--- src/rtl/rob_retire.sv ---
`default_nettype none
// +--------------------------------------------------------------------------+
// | rob_retire : 2-way reorder buffer, in-order retire, freelist rollback    |
// | rev 1.0                                                                  |
// +--------------------------------------------------------------------------+
module rob_retire #(
  parameter int SCALAR_WIDTH    = 2,
  parameter int NUM_ROB_ENTRIES = 32,
  parameter int PREG_IDX_WIDTH  = 6,
  localparam int ROB_IDX_WIDTH  = $clog2(NUM_ROB_ENTRIES),
  localparam int ARCH_IDX_WIDTH = 5
) (
  input  logic                                          clock,
  input  logic                                          reset,
  input  logic [SCALAR_WIDTH-1:0]                       dispatch_en,
  input  logic [SCALAR_WIDTH-1:0][PREG_IDX_WIDTH-1:0]   dispatch_T_idx,
  input  logic [SCALAR_WIDTH-1:0][PREG_IDX_WIDTH-1:0]   dispatch_Told_idx,
  input  logic [SCALAR_WIDTH-1:0][ARCH_IDX_WIDTH-1:0]   dispatch_dest_idx,
  input  logic [SCALAR_WIDTH-1:0]                       dispatch_is_br,
  input  logic [SCALAR_WIDTH-1:0]                       cdb_valid,
  input  logic [SCALAR_WIDTH-1:0][ROB_IDX_WIDTH-1:0]    cdb_rob_idx,
  input  logic [SCALAR_WIDTH-1:0]                       cdb_mispredict,
  output logic [1:0]                                    ROB_avail,
  output logic [SCALAR_WIDTH-1:0][ROB_IDX_WIDTH-1:0]    ROB_idx,
  output logic [SCALAR_WIDTH-1:0]                       retire_en,
  output logic [SCALAR_WIDTH-1:0][PREG_IDX_WIDTH-1:0]   ROB_FL_out_Told_idx,
  output logic [SCALAR_WIDTH-1:0][ARCH_IDX_WIDTH-1:0]   retire_dest_idx,
  output logic [SCALAR_WIDTH-1:0][PREG_IDX_WIDTH-1:0]   retire_T_idx,
  output logic                                          rollback_en,
  output logic [PREG_IDX_WIDTH-1:0]                     ROB_FL_out_T_idx
);

  localparam int CNT_WIDTH = ROB_IDX_WIDTH + 1;
  localparam logic [CNT_WIDTH-1:0]      FULL      = CNT_WIDTH'(NUM_ROB_ENTRIES);
  localparam logic [CNT_WIDTH-1:0]      FULL_M1   = CNT_WIDTH'(NUM_ROB_ENTRIES - 1);
  localparam logic [PREG_IDX_WIDTH-1:0] ZERO_PREG = '0;
  localparam logic [ROB_IDX_WIDTH-1:0]  IDX_ONE   = ROB_IDX_WIDTH'(1);

  logic [ROB_IDX_WIDTH-1:0]  head, tail, head_p1, tail_p1;
  logic [CNT_WIDTH-1:0]      count;
  logic [PREG_IDX_WIDTH-1:0] last_t_reg;

  logic [NUM_ROB_ENTRIES-1:0] valid, complete, mispredict, is_br;
  logic [PREG_IDX_WIDTH-1:0]  t_mem      [NUM_ROB_ENTRIES];
  logic [PREG_IDX_WIDTH-1:0]  told_mem   [NUM_ROB_ENTRIES];
  logic [PREG_IDX_WIDTH-1:0]  last_t_mem [NUM_ROB_ENTRIES];
  logic [ARCH_IDX_WIDTH-1:0]  dest_mem   [NUM_ROB_ENTRIES];

  logic [SCALAR_WIDTH-1:0]                    ret;
  logic [SCALAR_WIDTH-1:0][ROB_IDX_WIDTH-1:0] ret_idx;
  logic                                       rollback;
  logic                                       acc0, acc1;
  logic [ROB_IDX_WIDTH-1:0]                   wr_idx1;
  logic [PREG_IDX_WIDTH-1:0]                  lt0, lt1;

  assign head_p1 = head + IDX_ONE;
  assign tail_p1 = tail + IDX_ONE;

  // Retire decisions use only registered state, so a same-cycle CDB hit
  // on the head entry is seen one cycle later.
  assign ret_idx[0] = head;
  assign ret_idx[1] = head_p1;
  assign ret[0]     = valid[head] & complete[head];
  assign rollback   = ret[0] & is_br[head] & mispredict[head];
  assign ret[1]     = ret[0] & ~rollback & valid[head_p1] & complete[head_p1];

  // Space is judged on the pre-retire count; slots freed this cycle are not reused.
  always_comb begin
    acc0 = 1'b0;
    acc1 = 1'b0;
    if (!rollback) begin
      if (dispatch_en == 2'b11) begin
        acc0 = (count < FULL);
        acc1 = (count < FULL_M1);
      end else begin
        acc0 = dispatch_en[0] & (count < FULL);
        acc1 = dispatch_en[1] & (count < FULL);
      end
    end
  end

  assign wr_idx1 = acc0 ? tail_p1 : tail;
  assign lt0 = (dispatch_T_idx[0] != ZERO_PREG) ? dispatch_T_idx[0] : last_t_reg;
  assign lt1 = (dispatch_T_idx[1] != ZERO_PREG) ? dispatch_T_idx[1] :
               (acc0 ? lt0 : last_t_reg);

  always_ff @(posedge clock) begin
    if (reset) begin
      head       <= '0;
      tail       <= '0;
      count      <= '0;
      last_t_reg <= ZERO_PREG;
      valid      <= '0;
      complete   <= '0;
      mispredict <= '0;
    end else if (rollback) begin
      head       <= head_p1;
      tail       <= head_p1;
      count      <= '0;
      last_t_reg <= last_t_mem[head];
      valid      <= '0;
    end else begin
      for (int i = 0; i < SCALAR_WIDTH; i++) begin
        if (cdb_valid[i] && valid[cdb_rob_idx[i]]) begin
          complete[cdb_rob_idx[i]] <= 1'b1;
          if (is_br[cdb_rob_idx[i]] && cdb_mispredict[i])
            mispredict[cdb_rob_idx[i]] <= 1'b1;
        end
      end
      if (ret[0]) valid[head]    <= 1'b0;
      if (ret[1]) valid[head_p1] <= 1'b0;
      if (acc0) begin
        valid[tail]      <= 1'b1;
        complete[tail]   <= 1'b0;
        mispredict[tail] <= 1'b0;
      end
      if (acc1) begin
        valid[wr_idx1]      <= 1'b1;
        complete[wr_idx1]   <= 1'b0;
        mispredict[wr_idx1] <= 1'b0;
      end
      head  <= head + ROB_IDX_WIDTH'(ret[0]) + ROB_IDX_WIDTH'(ret[1]);
      tail  <= tail + ROB_IDX_WIDTH'(acc0) + ROB_IDX_WIDTH'(acc1);
      count <= count + CNT_WIDTH'(acc0) + CNT_WIDTH'(acc1)
                     - CNT_WIDTH'(ret[0]) - CNT_WIDTH'(ret[1]);
      if (acc1)      last_t_reg <= lt1;
      else if (acc0) last_t_reg <= lt0;
    end
  end

  always_ff @(posedge clock) begin
    if (acc0) begin
      t_mem[tail]      <= dispatch_T_idx[0];
      told_mem[tail]   <= dispatch_Told_idx[0];
      dest_mem[tail]   <= dispatch_dest_idx[0];
      last_t_mem[tail] <= lt0;
      is_br[tail]      <= dispatch_is_br[0];
    end
    if (acc1) begin
      t_mem[wr_idx1]      <= dispatch_T_idx[1];
      told_mem[wr_idx1]   <= dispatch_Told_idx[1];
      dest_mem[wr_idx1]   <= dispatch_dest_idx[1];
      last_t_mem[wr_idx1] <= lt1;
      is_br[wr_idx1]      <= dispatch_is_br[1];
    end
  end

  for (genvar s = 0; s < SCALAR_WIDTH; s++) begin : g_retire_slot
    assign retire_en[s]           = ret[s];
    assign ROB_FL_out_Told_idx[s] = ret[s] ? told_mem[ret_idx[s]] : ZERO_PREG;
    assign retire_T_idx[s]        = ret[s] ? t_mem[ret_idx[s]] : ZERO_PREG;
    assign retire_dest_idx[s]     = ret[s] ? dest_mem[ret_idx[s]] : '0;
  end

  assign rollback_en      = rollback;
  assign ROB_FL_out_T_idx = rollback ? last_t_mem[head] : ZERO_PREG;

  always_comb begin
    ROB_avail = 2'b11;
    if (count == FULL)         ROB_avail = 2'b00;
    else if (count == FULL_M1) ROB_avail = 2'b01;
  end

  assign ROB_idx[0] = tail;
  assign ROB_idx[1] = (acc0 & acc1) ? tail_p1 : tail;

endmodule
`default_nettype wire

--- config.mk ---
export PLATFORM = sky130hd
export DESIGN_NAME = rob_retire
export DESIGN_NICKNAME = d
export VERILOG_FILES = /design/src/rtl/rob_retire.sv
export SDC_FILE = /design/constraint.sdc
export NUM_CORES = 2
export LEC_CHECK = 0
export CORE_UTILIZATION = 55
export CTS_CLUSTER_SIZE = 25
export DETAILED_ROUTE_END_ITERATION = 7
export PLACE_DENSITY = 0.81
export SLEW_MARGIN = 30
export SYNTH_ARGS = -nofsm -noshare
export SYNTH_HDL_FRONTEND = slang
export SYNTH_SLANG_ARGS = --single-unit
--- constraint.sdc ---
create_clock -name clock -period 14.5 [get_ports clock]
set_input_delay 2.175 -clock clock [delete_from_list [all_inputs] [get_ports clock]]
set_output_delay 2.175 -clock clock [all_outputs]
set_load 0.02 [all_outputs]
==> out/summary.txt <==
Setup CP Type: reg -> out
status: finished, violations left
Power Total: 6340 uW
top-area cell type share of the netlist area: 42.9%
Post-synth EDFFs: 736
DRC violations left: 2
crit path launch type: register
Clock Path Buffers: 3
Multi-input gate area: 24700 sq um
setup_tns: 0 ns
most frequent cells in the layout: 736 x edfxtp_1, 486 x mux2_2, 357 x mux4_2
top flop regs: last_t_mem (192), t_mem (192), told_mem (192)
Max transition margin: 22.9%
CTS tree: done
placed instance area: 53600 sq um
syn avg cell area: 13.4 sq um
reg2reg path depth: 12
main flop type after synthesis: edfxtp_1
core box area: 92200 sq um
largest net degree at the start of global routing: 129
Final Setup Violations: 0
Hold Path Depth: 2
GR Util All Layers: 39.4%
Crit-path slowest cell: dfxtp_4
Hold Crit Class: reg -> reg
clk slew on worst S/H paths: 0.06 ns
critical path depth in cells: 12
# hold bufs at CTS: 0
CP Max Fanout: 66
CTS H-tree depth: 3
IO Port Bufs: 108
Setup Skew: 0.0324 ns
commonest non-fill, non-tap cell in the layout: edfxtp_1
first-pass GRT wire length: 265000 microns
Worst-Margin Slew: 1.16 ns
largest area contributor in the synthesized netlist: edfxtp_1
vias in the first global route: 37.3k
LEAKAGE: 0.0183 uW
CTS root buf: clkbuf_16
final worst path period share: 59.8%
Hold Vio Cnt, Final: 0
final wirelength: 189000 microns
dpl ws: 6.75 ns
layout cells sized above 1: 33.8%
WL/cell: 37.3 microns
vias: 39.5k
Worst Path Arrival: 6.50 ns
CP bufs+invs: 5
CTS sink count: 886
row count: 111
Die Area: 94900 sq um
post-CTS setup repair buffer count: 0
Setup crit end kind: primary output
First-pass DRT Iterations: 8
fin crit period: 8.67 ns
area grow syn2layout: 9.63%
Boundary Pins: 109
initial antenna violation count: 7
crit-path cells: buf_4 -> nand2_1 -> o32ai_1 -> a2111oi_0 -> and3_1 -> a41oi_4 -> inv_2 -> nor3_2 -> buf_4 -> inv_2 -> a2111oi_0 -> clkdlybuf4s50_1
Max Slew Vio Count: 0
post-synthesis sequential area ratio: 48.7%
global route overflow: 0
Finished Cell Area: 56500 sq um
leading post-synthesis cells by cell area: edfxtp_1 43%, mux4_2 16%, mux2_2 11%
clock insertion delay at the later pin of the skew report: 0.68 ns
Max Freq: 115 MHz
post-route ant nets: 0
failing checks: DRC
synthesized flop and latch total: 886
cells after synthesis: 3848
final worst slack: 5.83 ns
Largest delay share family, worst path: buffers and inverters
Die Span X: 308 microns
Initial Util: 55.9%
Worst Path Required: 12.32 ns
Peak VDD IR: 0.0000795 V
Max Cap Viol: 0
RePlAce Congestion: 1.01
mapped cell area: 51500 sq um
asr flop ratio synth: 0%
nets: 3825
vias per cell: 7.79
Layout fillers: 6662
Mapped Nets: 3926
DRT iter0 DRCs: 7642
post_cts resized: 0
Largest stage delay, worst path: 0.78 ns
FF/Latch Area: 25100 sq um
number of library cell types mapped by synthesis: 87
RSZ-0062 raised after global routing: no
Yosys warnings: 0
Num CTS Buffers: 91
post-DP HPWL: 110000 microns
Die Y-Extent: 308 microns
Cell Pwr Density: 112 nW/um^2
[routing by layer]
metal | vias to the layer above | GRT usage, % | wire length (microns)
met5 | - | 0 | 58
met4 | 8 | 30.6 | 18100
met3 | 1122 | 14.4 | 31300
met2 | 4057 | 57.2 | 80500
met1 | 19200 | 47.7 | 59100
li1 | 15100 | - | -
[Yosys cell counts, types with 14 or more instances]
master and count:
and3_1 14, edfxtp_1 736, o21ai_0 70, a21oi_1 227, mux2_4 55, nor3b_1 28
mux4_2 357, nand2_1 176, or4_1 19, nor3_1 67, dfxtp_1 150, a22oi_1 19
o221ai_1 22, buf_2 86, inv_1 33, o22a_1 14, mux2_2 486, o22ai_1 155
clkbuf_1 285, nor4_1 24, a22o_1 15, nor2_1 184, buf_1 47, mux2i_1 156
xnor2_1 14, nand3_1 86, a2111oi_0 20, a31oi_1 25, ha_1 20
[per-stage QoR]
| step | instances | hold slack [ns] | util [%] |
|---|---|---|---|
| final | 5075 | 0.516 | 61.3 |
| after global routing | 5067 | 0.529 | 61.2 |
| after CTS | 5062 | 0.517 | 61.2 |
| after detailed placement | 4894 | 0.506 | 58.1 |
| after global placement | 4892 | 0.495 | 58.1 |
| after floorplan | 3848 | 0.481 | - |
[worst register-to-register path, stage by stage, from the launching register on]
cell	delay, ns
dfxtp_4	0.73
buf_4	0.88
mux2i_1	0.32
a22o_1	0.30
a221o_1	0.28
a2111oi_2	0.33
nor3b_2	0.60
nand2_4	0.44
inv_2	0.56
or3_1	0.84
or3_2	0.57
buf_4	0.56
mux2_2	0.42
[final timing paths]
| check | startpoint | end | slack, ns |
|---|---|---|---|
| worst max register to register | head[1] | told_mem[15][0] | 7.39 |
| worst min-delay path | mispredict[10] | mispredict[10] | 0.52 |
| worst max-delay path | head[0] | ROB_FL_out_Told_idx[7] | 5.83 |
| worst min register to register | mispredict[10] | mispredict[10] | 0.52 |
[power by group]
part           internal, uW  switching (uW)
sequential             2920            93.1
combinational           377             626
clock                  1290            1030
total                  4590            1750
[final cells by class]
cell class	instances	share of cell area [%]
clock buffers	128	4.53
clock inverters	40	0.532
flip-flops and latches	886	44.5
well taps	1243	2.75
repair buffers	250	3.75
multi-input cells	2480	43.7
diodes	10	0.0443
inverters	38	0.252
[kinds of logic (layout without fill, tap and decap cells)]
logic type / count (synthesis) / after routing / synth area share [%]
flops: 886 / 886 / 48.7
buf+inv: 482 / 456 / 4.03
fa+ha+maj: 24 / 24 / 0.641
other cells: 0 / 10 / 0
mux: 1067 / 1067 / 31.1
simple gates: 707 / 707 / 6.93
compound gates: 655 / 655 / 8.05
xor+xnor: 27 / 27 / 0.495
No activity file was read; power rests on OpenSTA's default activity.
